<file path="src/rtl/wos_window_feeder.sv">
// Producer-side feeder for the masked rank-order filter: buffers a framed sample
// stream and shifts it into the filter window with edge replication at both frame ends.
module wos_window_feeder #(
  parameter int N          = 7,
  parameter int data_bits  = 8,
  parameter int rank_bits  = $clog2(N+1),
  parameter int FIFO_DEPTH = 4
) (
  input  logic                 clk,
  input  logic                 rst,
  input  logic [data_bits-1:0] s_data,
  input  logic                 s_valid,
  input  logic                 s_last,
  output logic                 s_ready,
  input  logic [N-1:0]         cfg_mask,
  input  logic [rank_bits-1:0] cfg_rank,
  input  logic                 cfg_load,
  output logic [data_bits-1:0] o_sample,
  output logic                 o_shift,
  output logic                 o_win_valid,
  output logic                 o_last,
  output logic [N-1:0]         o_mask,
  output logic [rank_bits-1:0] o_rank_sel,
  output logic                 busy
);

  localparam int AW = $clog2(FIFO_DEPTH);
  localparam int CW = $clog2(N+1);
  localparam int H  = (N-1)/2;
  localparam logic [CW-1:0]        N_C      = CW'(N);
  localparam logic [CW-1:0]        H_C      = CW'(H);
  localparam logic [rank_bits-1:0] RANK_RST = rank_bits'((N+1)/2);

  typedef enum logic [1:0] {IDLE, FILL, RUN, FLUSH} state_t;
  state_t state, state_nx;

  logic [data_bits:0]   mem [FIFO_DEPTH];
  logic [AW:0]          wr_ptr, rd_ptr;
  logic                 full, empty, push, pop;
  logic [data_bits-1:0] head_data;
  logic                 head_last;

  assign empty     = (wr_ptr == rd_ptr);
  assign full      = (wr_ptr[AW] != rd_ptr[AW]) && (wr_ptr[AW-1:0] == rd_ptr[AW-1:0]);
  assign s_ready   = !full;
  assign push      = s_valid && !full;
  assign head_data = mem[rd_ptr[AW-1:0]][data_bits-1:0];
  assign head_last = mem[rd_ptr[AW-1:0]][data_bits];
  assign busy      = (state != IDLE);

  always_ff @(posedge clk) begin
    if (push) mem[wr_ptr[AW-1:0]] <= {s_last, s_data};
  end

  logic [CW-1:0]        cnt, cnt_nx, rep, rep_nx;
  logic [data_bits-1:0] last_sample, last_sample_nx, sample_nx, shift_val;
  logic [N-1:0]         shadow_mask, mask_nx;
  logic [rank_bits-1:0] shadow_rank, rank_nx;
  logic                 do_shift, shift_nx, win_nx, last_nx, frame_end;

  always_comb begin
    state_nx       = state;
    pop            = 1'b0;
    cnt_nx         = cnt;
    rep_nx         = rep;
    last_sample_nx = last_sample;
    sample_nx      = o_sample;
    mask_nx        = o_mask;
    rank_nx        = o_rank_sel;
    shift_nx       = 1'b0;
    win_nx         = 1'b0;
    last_nx        = 1'b0;
    do_shift       = 1'b0;
    shift_val      = last_sample;
    frame_end      = 1'b0;
    case (state)
      IDLE: begin
        if (!empty) begin
          // A load landing on the same edge wins over the older shadow value.
          mask_nx  = cfg_load ? cfg_mask : shadow_mask;
          rank_nx  = cfg_load ? cfg_rank : shadow_rank;
          rep_nx   = H_C;
          cnt_nx   = '0;
          state_nx = FILL;
        end
      end
      FILL: begin
        do_shift  = 1'b1;
        shift_val = head_data;
        if (rep != '0) begin
          rep_nx = rep - 1'b1;
        end else begin
          pop            = 1'b1;
          last_sample_nx = head_data;
          frame_end      = head_last;
          state_nx       = RUN;
        end
      end
      RUN: begin
        if (!empty) begin
          do_shift       = 1'b1;
          shift_val      = head_data;
          pop            = 1'b1;
          last_sample_nx = head_data;
          frame_end      = head_last;
        end
      end
      FLUSH: begin
        do_shift = 1'b1;
        rep_nx   = rep - 1'b1;
        if (rep == CW'(1)) begin
          last_nx  = 1'b1;
          state_nx = IDLE;
        end
      end
      default: state_nx = IDLE;
    endcase
    if (frame_end) begin
      if (H == 0) begin
        last_nx  = 1'b1;
        state_nx = IDLE;
      end else begin
        rep_nx   = H_C;
        state_nx = FLUSH;
      end
    end
    if (do_shift) begin
      shift_nx  = 1'b1;
      sample_nx = shift_val;
      cnt_nx    = (cnt == N_C) ? cnt : cnt + 1'b1;
      win_nx    = (cnt_nx >= N_C);
    end
  end

  always_ff @(posedge clk or negedge rst) begin
    if (!rst) begin
      state       <= IDLE;
      wr_ptr      <= '0;
      rd_ptr      <= '0;
      cnt         <= '0;
      rep         <= '0;
      o_sample    <= '0;
      o_shift     <= 1'b0;
      o_win_valid <= 1'b0;
      o_last      <= 1'b0;
      o_mask      <= '1;
      o_rank_sel  <= RANK_RST;
      shadow_mask <= '1;
      shadow_rank <= RANK_RST;
    end else begin
      state       <= state_nx;
      if (push) wr_ptr <= wr_ptr + 1'b1;
      if (pop)  rd_ptr <= rd_ptr + 1'b1;
      cnt         <= cnt_nx;
      rep         <= rep_nx;
      o_sample    <= sample_nx;
      o_shift     <= shift_nx;
      o_win_valid <= win_nx;
      o_last      <= last_nx;
      o_mask      <= mask_nx;
      o_rank_sel  <= rank_nx;
      if (cfg_load) begin
        shadow_mask <= cfg_mask;
        shadow_rank <= cfg_rank;
      end
    end
  end

  always_ff @(posedge clk) begin
    last_sample <= last_sample_nx;
  end

endmodule

</file>
<file path="config.mk">
export PLATFORM = sky130hd
export DESIGN_NAME = wos_window_feeder
export DESIGN_NICKNAME = d
export VERILOG_FILES = /design/src/rtl/wos_window_feeder.sv
export SDC_FILE = /design/constraint.sdc
export NUM_CORES = 1
export LEC_CHECK = 0
export BUFFER_PORTS_ARGS = -buffer_cell sky130_fd_sc_hd__buf_2
export CAP_MARGIN = 20
export CORE_ASPECT_RATIO = 1.4
export CORE_UTILIZATION = 50
export CTS_CLUSTER_SIZE = 16
export DETAILED_ROUTE_END_ITERATION = 8
export PLACE_DENSITY = 0.7
export SLEW_MARGIN = 20
export SYNTH_ARGS = -nofsm -noshare
export SYNTH_HDL_FRONTEND = slang
export SYNTH_SLANG_ARGS = --single-unit
</file>
<file path="constraint.sdc">
create_clock -name clk -period 6 [get_ports clk]
set_input_delay 0 -clock clk [delete_from_list [all_inputs] [get_ports clk]]
set_output_delay 0 -clock clk [all_outputs]
set_load 0.01 [all_outputs]
</file>
==> run metrics, run 1 <==
# DRC 0; Crit. End Element flip-flop; dpl hpwl 4.56 mm; Top Ports 46; fin crit period 2510 ps; Slew @ Worst Pin 960 ps; CORE AREA 0.00750 sq mm; fin. max-slew vios 0; Detailed Route WL 6.36 mm; Die X-Extent 76.9 um; slowest stage delay, CP 830 ps; final net count 366; Hold Startpoint cfg_load; M1 GR Usage 0.197; Layout Utilization 0.613; GPL Wtd Cong 0.813; drt first-iter violations 89; count of different cell masters after synthesis 46; unrepaired setup endpoints after global routing no; CTS Hold Bufs 20; GRT overflow 0; syn_area_per_cell 15.1 sq um; Leakage 1.85 nW; port buffer count 45; placed insts 396; Worst Reg-to-Reg Cells 4; PD cells 522 mW/mm^2; initial antenna violation count 0; via count 2256; r2r startpoint rd_ptr[0]$_DFFE_PN0P_; Hold Path Class in -> reg; Setup CP Type reg -> reg; fmax 0.398 GHz; number of synthesized flops with an enable pin 44; Synth Instances 261; status completed; share of layout cells above drive strength 1 0.370; Crit path buffers/inverters 0; Most Used Layer, Global Route met2; M2 GR Usage 0.314; Sink Count 89; Ant. Diodes 0; first-pass detailed-route iteration total 4; largest net degree at the start of global routing 46; area grow syn2layout 17.0%; maxcap violations 0; Max-slew headroom 0.360; Routed Antenna Nets 0; Ys Warns 0; Die H 107 um; Starting Density 0.524; TritonCTS buffer count 9; Startpoint Class flip-flop; Worst-Skew Late Latency 350 ps; die area 0.00822 sq mm; worst reg2reg endpoint mem[3][8]$_DFFE_PP_; cts repair resizes 0; setup bufs post-CTS 0; synthesized area 0.00393 sq mm; FF+latch count, synth 89; Max Root-Sink Buffers 2; Min-Delay Endpoint shadow_mask[5]$_DFF_PN1_; GR Layer Usage met3 0.0323; CP required 6000 ps; CP Max Fanout 15; Critical Path AT 2510 ps; Root Buffer clkbuf_8; wire length per cell 14.7 um; r2r setup slk 3490 ps; GRT Util Overall 0.174; crit path cell chain xor2_1, nor2_1, a21boi_1, and2_1; Fin Setup TNS 0 ps; clk_skew 9.53 ps; vias in the first global route 2342; H-tree Lvls 3; TritonCTS clock tree done; Via density 5.22; count of final setup violators 0; Rows 37; Worst path slowest cell dfrtp_1; Synth Flop Type edfxtp_1; Largest delay share family, worst path flip-flops; syn nets 297; crit share post-route 0.418; endpoints failing hold 0; Max rail drop VDD 338 uV; clock slew at reported path FFs 90 ps; post-route insts no fill 432; sequential cell area fraction in the yosys report 0.628; WHS Path Cells 2; Async S/R FF share, synth 0.506; global-route wire length before repair 10.8 mm
==> Yosys cell counts, types with 2 or more instances <==
cell type | number | area (sq um)
xnor2_1 | 6 | 52.6
and2_1 | 4 | 25.0
buf_4 | 3 | 22.5
dfrtp_1 | 29 | 726
ha_1 | 13 | 163
mux4_2 | 9 | 203
inv_1 | 9 | 33.8
nand3_1 | 3 | 15.0
edfxtp_1 | 44 | 1320
nor3_1 | 2 | 10.0
dfstp_2 | 16 | 420
xor2_1 | 3 | 26.3
a221oi_1 | 9 | 78.8
mux2_2 | 30 | 338
nand2b_1 | 3 | 18.8
a21oi_1 | 8 | 40.0
mux2i_1 | 2 | 20.0
buf_6 | 3 | 33.8
nor2_1 | 25 | 93.8
a32o_1 | 2 | 20.0
o21ai_0 | 4 | 20.0
nand2_1 | 10 | 37.5
==> worst max path at each step <==
stage | start | to | slack (ps) | depth (start not counted)
final | rd_ptr[0]$_DFFE_PN0P_ | mem[3][8]$_DFFE_PP_ | 3490 | 4
after floorplan | rd_ptr[1]$_DFFE_PN0P_ | mem[3][0]$_DFFE_PP_ | 4070 | 5
after CTS | rd_ptr[0]$_DFFE_PN0P_ | mem[3][8]$_DFFE_PP_ | 3440 | 4
after global routing | rd_ptr[0]$_DFFE_PN0P_ | mem[3][6]$_DFFE_PP_ | 3130 | 4
after detailed placement | rd_ptr[0]$_DFFE_PN0P_ | mem[3][0]$_DFFE_PP_ | 3450 | 4
after global placement | rd_ptr[0]$_DFFE_PN0P_ | mem[3][0]$_DFFE_PP_ | 3530 | 4
==> worst register-to-register path: stages (launching register included) <==
cell	delay, ps
dfrtp_1	830
xor2_1	360
nor2_1	100
a21boi_1	410
and2_1	480
==> cell families after synthesis <==
logic type,count (synthesis),synth area share
buffers and inverters,17,0.0248
multiplexers,41,0.143
XOR/XNOR,10,0.0242
AO/OA/AOI/OAI,38,0.0758
adder cells (fa/ha/maj),13,0.0414
flip-flops,89,0.628
AND/OR/NAND/NOR,53,0.0631
==> flip-flops by register name (all words and copies together) (netlist names) <==
| name | count |
|---|---|
| cnt | 3 |
| last_sample | 8 |
| mem | 36 |
| o_last | 1 |
| o_mask | 7 |
| o_rank_sel | 3 |
| o_sample | 8 |
| o_shift | 1 |
| o_win_valid | 1 |
| rd_ptr | 3 |
| rep | 3 |
| shadow_mask | 7 |
| shadow_rank | 3 |
| state | 2 |
| wr_ptr | 3 |
==> report_power, final <==
part / leakage (nW) / internal, mW / switching, mW
Sequential: 0.919 / 0.889 / 0.140
Clock: 0.0912 / 0.160 / 0.207
Combinational: 0.837 / 0.465 / 0.538
Total: 1.85 / 1.51 / 0.886
==> placed cells by master (no fill, tap or decap), types with 2 or more instances in the layout <==
cell / count
a21oi_1: 8
a221oi_1: 9
a32o_1: 2
and2_1: 4
buf_2: 45
clkbuf_8: 9
clkinv_4: 2
dfrtp_1: 29
dfstp_2: 16
dlygate4sd3_1: 20
edfxtp_1: 44
ha_1: 13
inv_1: 9
inv_6: 2
mux2_2: 30
mux2i_1: 2
mux4_2: 9
nand2_1: 10
nand2b_1: 3
nand3_1: 3
nor2_1: 25
nor3_1: 2
o21ai_0: 4
xnor2_1: 6
xor2_1: 3
==> stage by stage <==
step	hold slack, ps	cell area [sq um]	power (mW)	setup slack, ps
finish	103	4600	2.40	3490
global route	109	4600	2.61	3130
CTS	101	4600	2.43	3440
detailed placement	212	4220	2.05	3450
global placement	208	4220	2.02	3530
floorplan	-296	3930	1.82	4070
==> layer usage <==
layer,routed length (um),part of all wire,vias up
met1,2650,0.42,1093
li1,-,-,1111
met4,121,0.019,0
met5,0,0,-
met2,3390,0.53,44
met3,200,0.031,8
==> cell type report <==
cell class                 count  area, sq um
tap                           97          121
clock inverter                 6         48.8
inverter                      10         37.5
clock buffer                  10          131
sequential                    89         2470
fill                         590         2900
multi-input combinational    155         1360
timing repair buffer          65          425
Power figures use the tool's default switching activity.
==> run 2, diff against run 1 <==
==> constraint.sdc (replaced) <==
create_clock -name clk -period 2.6 [get_ports clk]
set_input_delay 0 -clock clk [delete_from_list [all_inputs] [get_ports clk]]
set_output_delay 0 -clock clk [all_outputs]
set_load 0.01 [all_outputs]
==> run metrics, run 2 (synthesis results as in run 1) <==
Die H 107 um; Crit path buffers/inverters 0; crit path cell chain xor2_1, nor2_1, a21boi_1, and2_1; Via density 5.27; placed inst area 0.00423 sq mm; final net count 369; TritonCTS clock tree done; Root Buffer clkbuf_8; total power draw 5.64 mW; vias in the first global route 2317; r2r startpoint wr_ptr[1]$_DFFE_PN0P_; Max-slew headroom 0.665; TritonCTS buffer count 9; Die X-Extent 76.9 um; Worst path slowest cell and2_1; slowest stage delay, CP 520 ps; global-route wire length before repair 10.9 mm; fmax 0.466 GHz; Setup CP Type reg -> reg; post-route cell area 0.00464 sq mm; Top Ports 46; # DRC 0; Layout Utilization 0.618; largest net degree at the start of global routing 46; Largest delay share family, worst path simple AND/OR/NAND/NOR gates; clock slew at reported path FFs 90 ps; wire length per cell 14.8 um; Startpoint Class flip-flop; Starting Density 0.524; Largest register FFs 36; Slew @ Worst Pin 502 ps; GRT Util Overall 0.175; fin crit period 2140 ps; dpl hpwl 4.58 mm; CP required 2590 ps; unrepaired setup endpoints after global routing no; share of layout cells above drive strength 1 0.376; status completed; maxcap violations 0; clk_skew 11.5 ps; # fillers 599; fin. max-slew vios 0; CORE AREA 0.00750 sq mm; crit share post-route 0.825; Critical Path Source wr_ptr[1]$_DFFE_PN0P_; Worst-Skew Late Latency 350 ps; port buffer count 45; GPL Wtd Cong 0.852; GRT overflow 0; die area 0.00822 sq mm; Fin Setup TNS 0 ps; Rows 37; area grow syn2layout 18.0%; drt first-iter violations 117; endpoints failing hold 0; Ant. Diodes 0; Hold Path Class in -> async; count of final setup violators 0; CP Max Fanout 10; Leakage 1.87 nW; Sink Count 89; Critical Path AT 2130 ps; H-tree Lvls 3; via count 2292; r2r setup slk 460 ps; Max Root-Sink Buffers 2; Detailed Route WL 6.42 mm; most frequent cells in the layout buf_2, edfxtp_1, mux2_2; commonest non-fill, non-tap cell in the layout buf_2; PD cells 1220 mW/mm^2; Routed Antenna Nets 0; Max rail drop VDD 613 uV; initial antenna violation count 0; Crit. End Element flip-flop; setup bufs post-CTS 0; first-pass detailed-route iteration total 4
==> run 2: changes by cell type in the layout (fill, tap and decap cells not counted) <==
cell / change
buf_4: +2
clkinv_4: -2
inv_8: +2
buf_12: +1
clkbuf_4: -1
clkinvlp_2: +1
inv_4: -1
inv_6: +1
==> run 2: per-layer routing <==
layer  vias to the layer above  part of all wire  track usage
li1                       1115                 -            -
met1                      1123              0.42        0.207
met2                        48              0.53        0.313
met3                         6             0.032       0.0281
met4                         0             0.012       0.0742
met5                         -                 0            0
==> run 2: final timing paths <==
kind / cells past startpoint / end
hold reg to reg: 1 / shadow_rank[0]$_DFF_PN0_
min in group clk: 2 / shadow_mask[6]$_DFF_PN1_
hold / removal: 2 / rep[0]$_DFFE_PN0P_
setup reg to reg: 4 / mem[3][8]$_DFFE_PP_
max in group asynchronous: 3 / shadow_mask[1]$_DFF_PN1_
setup / recovery: 4 / mem[3][8]$_DFFE_PP_
==> run 2: worst reg2reg max path: stages (launching register included) <==
cell and delay [ps]:
dfrtp_1 450, xor2_1 320, nor2_1 110, a21boi_1 400
and2_1 520
==> run 2: cell type report <==
cell class	count	area [sq um]	area share
flip-flops and latches	89	2470	0.532
multi-input cells	155	1360	0.294
repair buffers	68	460	0.0993
clock buffers	9	124	0.0267
well taps	97	121	0.0262
clock inverters	7	61.3	0.0132
inverters	10	37.5	0.00810
==> run 2: power breakdown <==
part,switching (mW),internal (mW)
sequential,0.230,2.05
combinational,1.38,1.10
clock,0.513,0.368
total,2.12,3.52
==> run 2: what timing repair did <==
action | 4_1_cts | 5_1_grt
hold buffers | 20 | 0
endpoints found under the hold margin | 75 | 0
resized for setup | 0 | 0
==> run 2: through the flow <==
stage | setup WS [ps] | hold WS [ps] | cells
global route | 219 | 67.2 | 435
floorplan | 670 | -296 | 261
global placement | 529 | 211 | 398
CTS | 425 | 115 | 434
detailed placement | 438 | 209 | 398
finish | 455 | 55.3 | 435
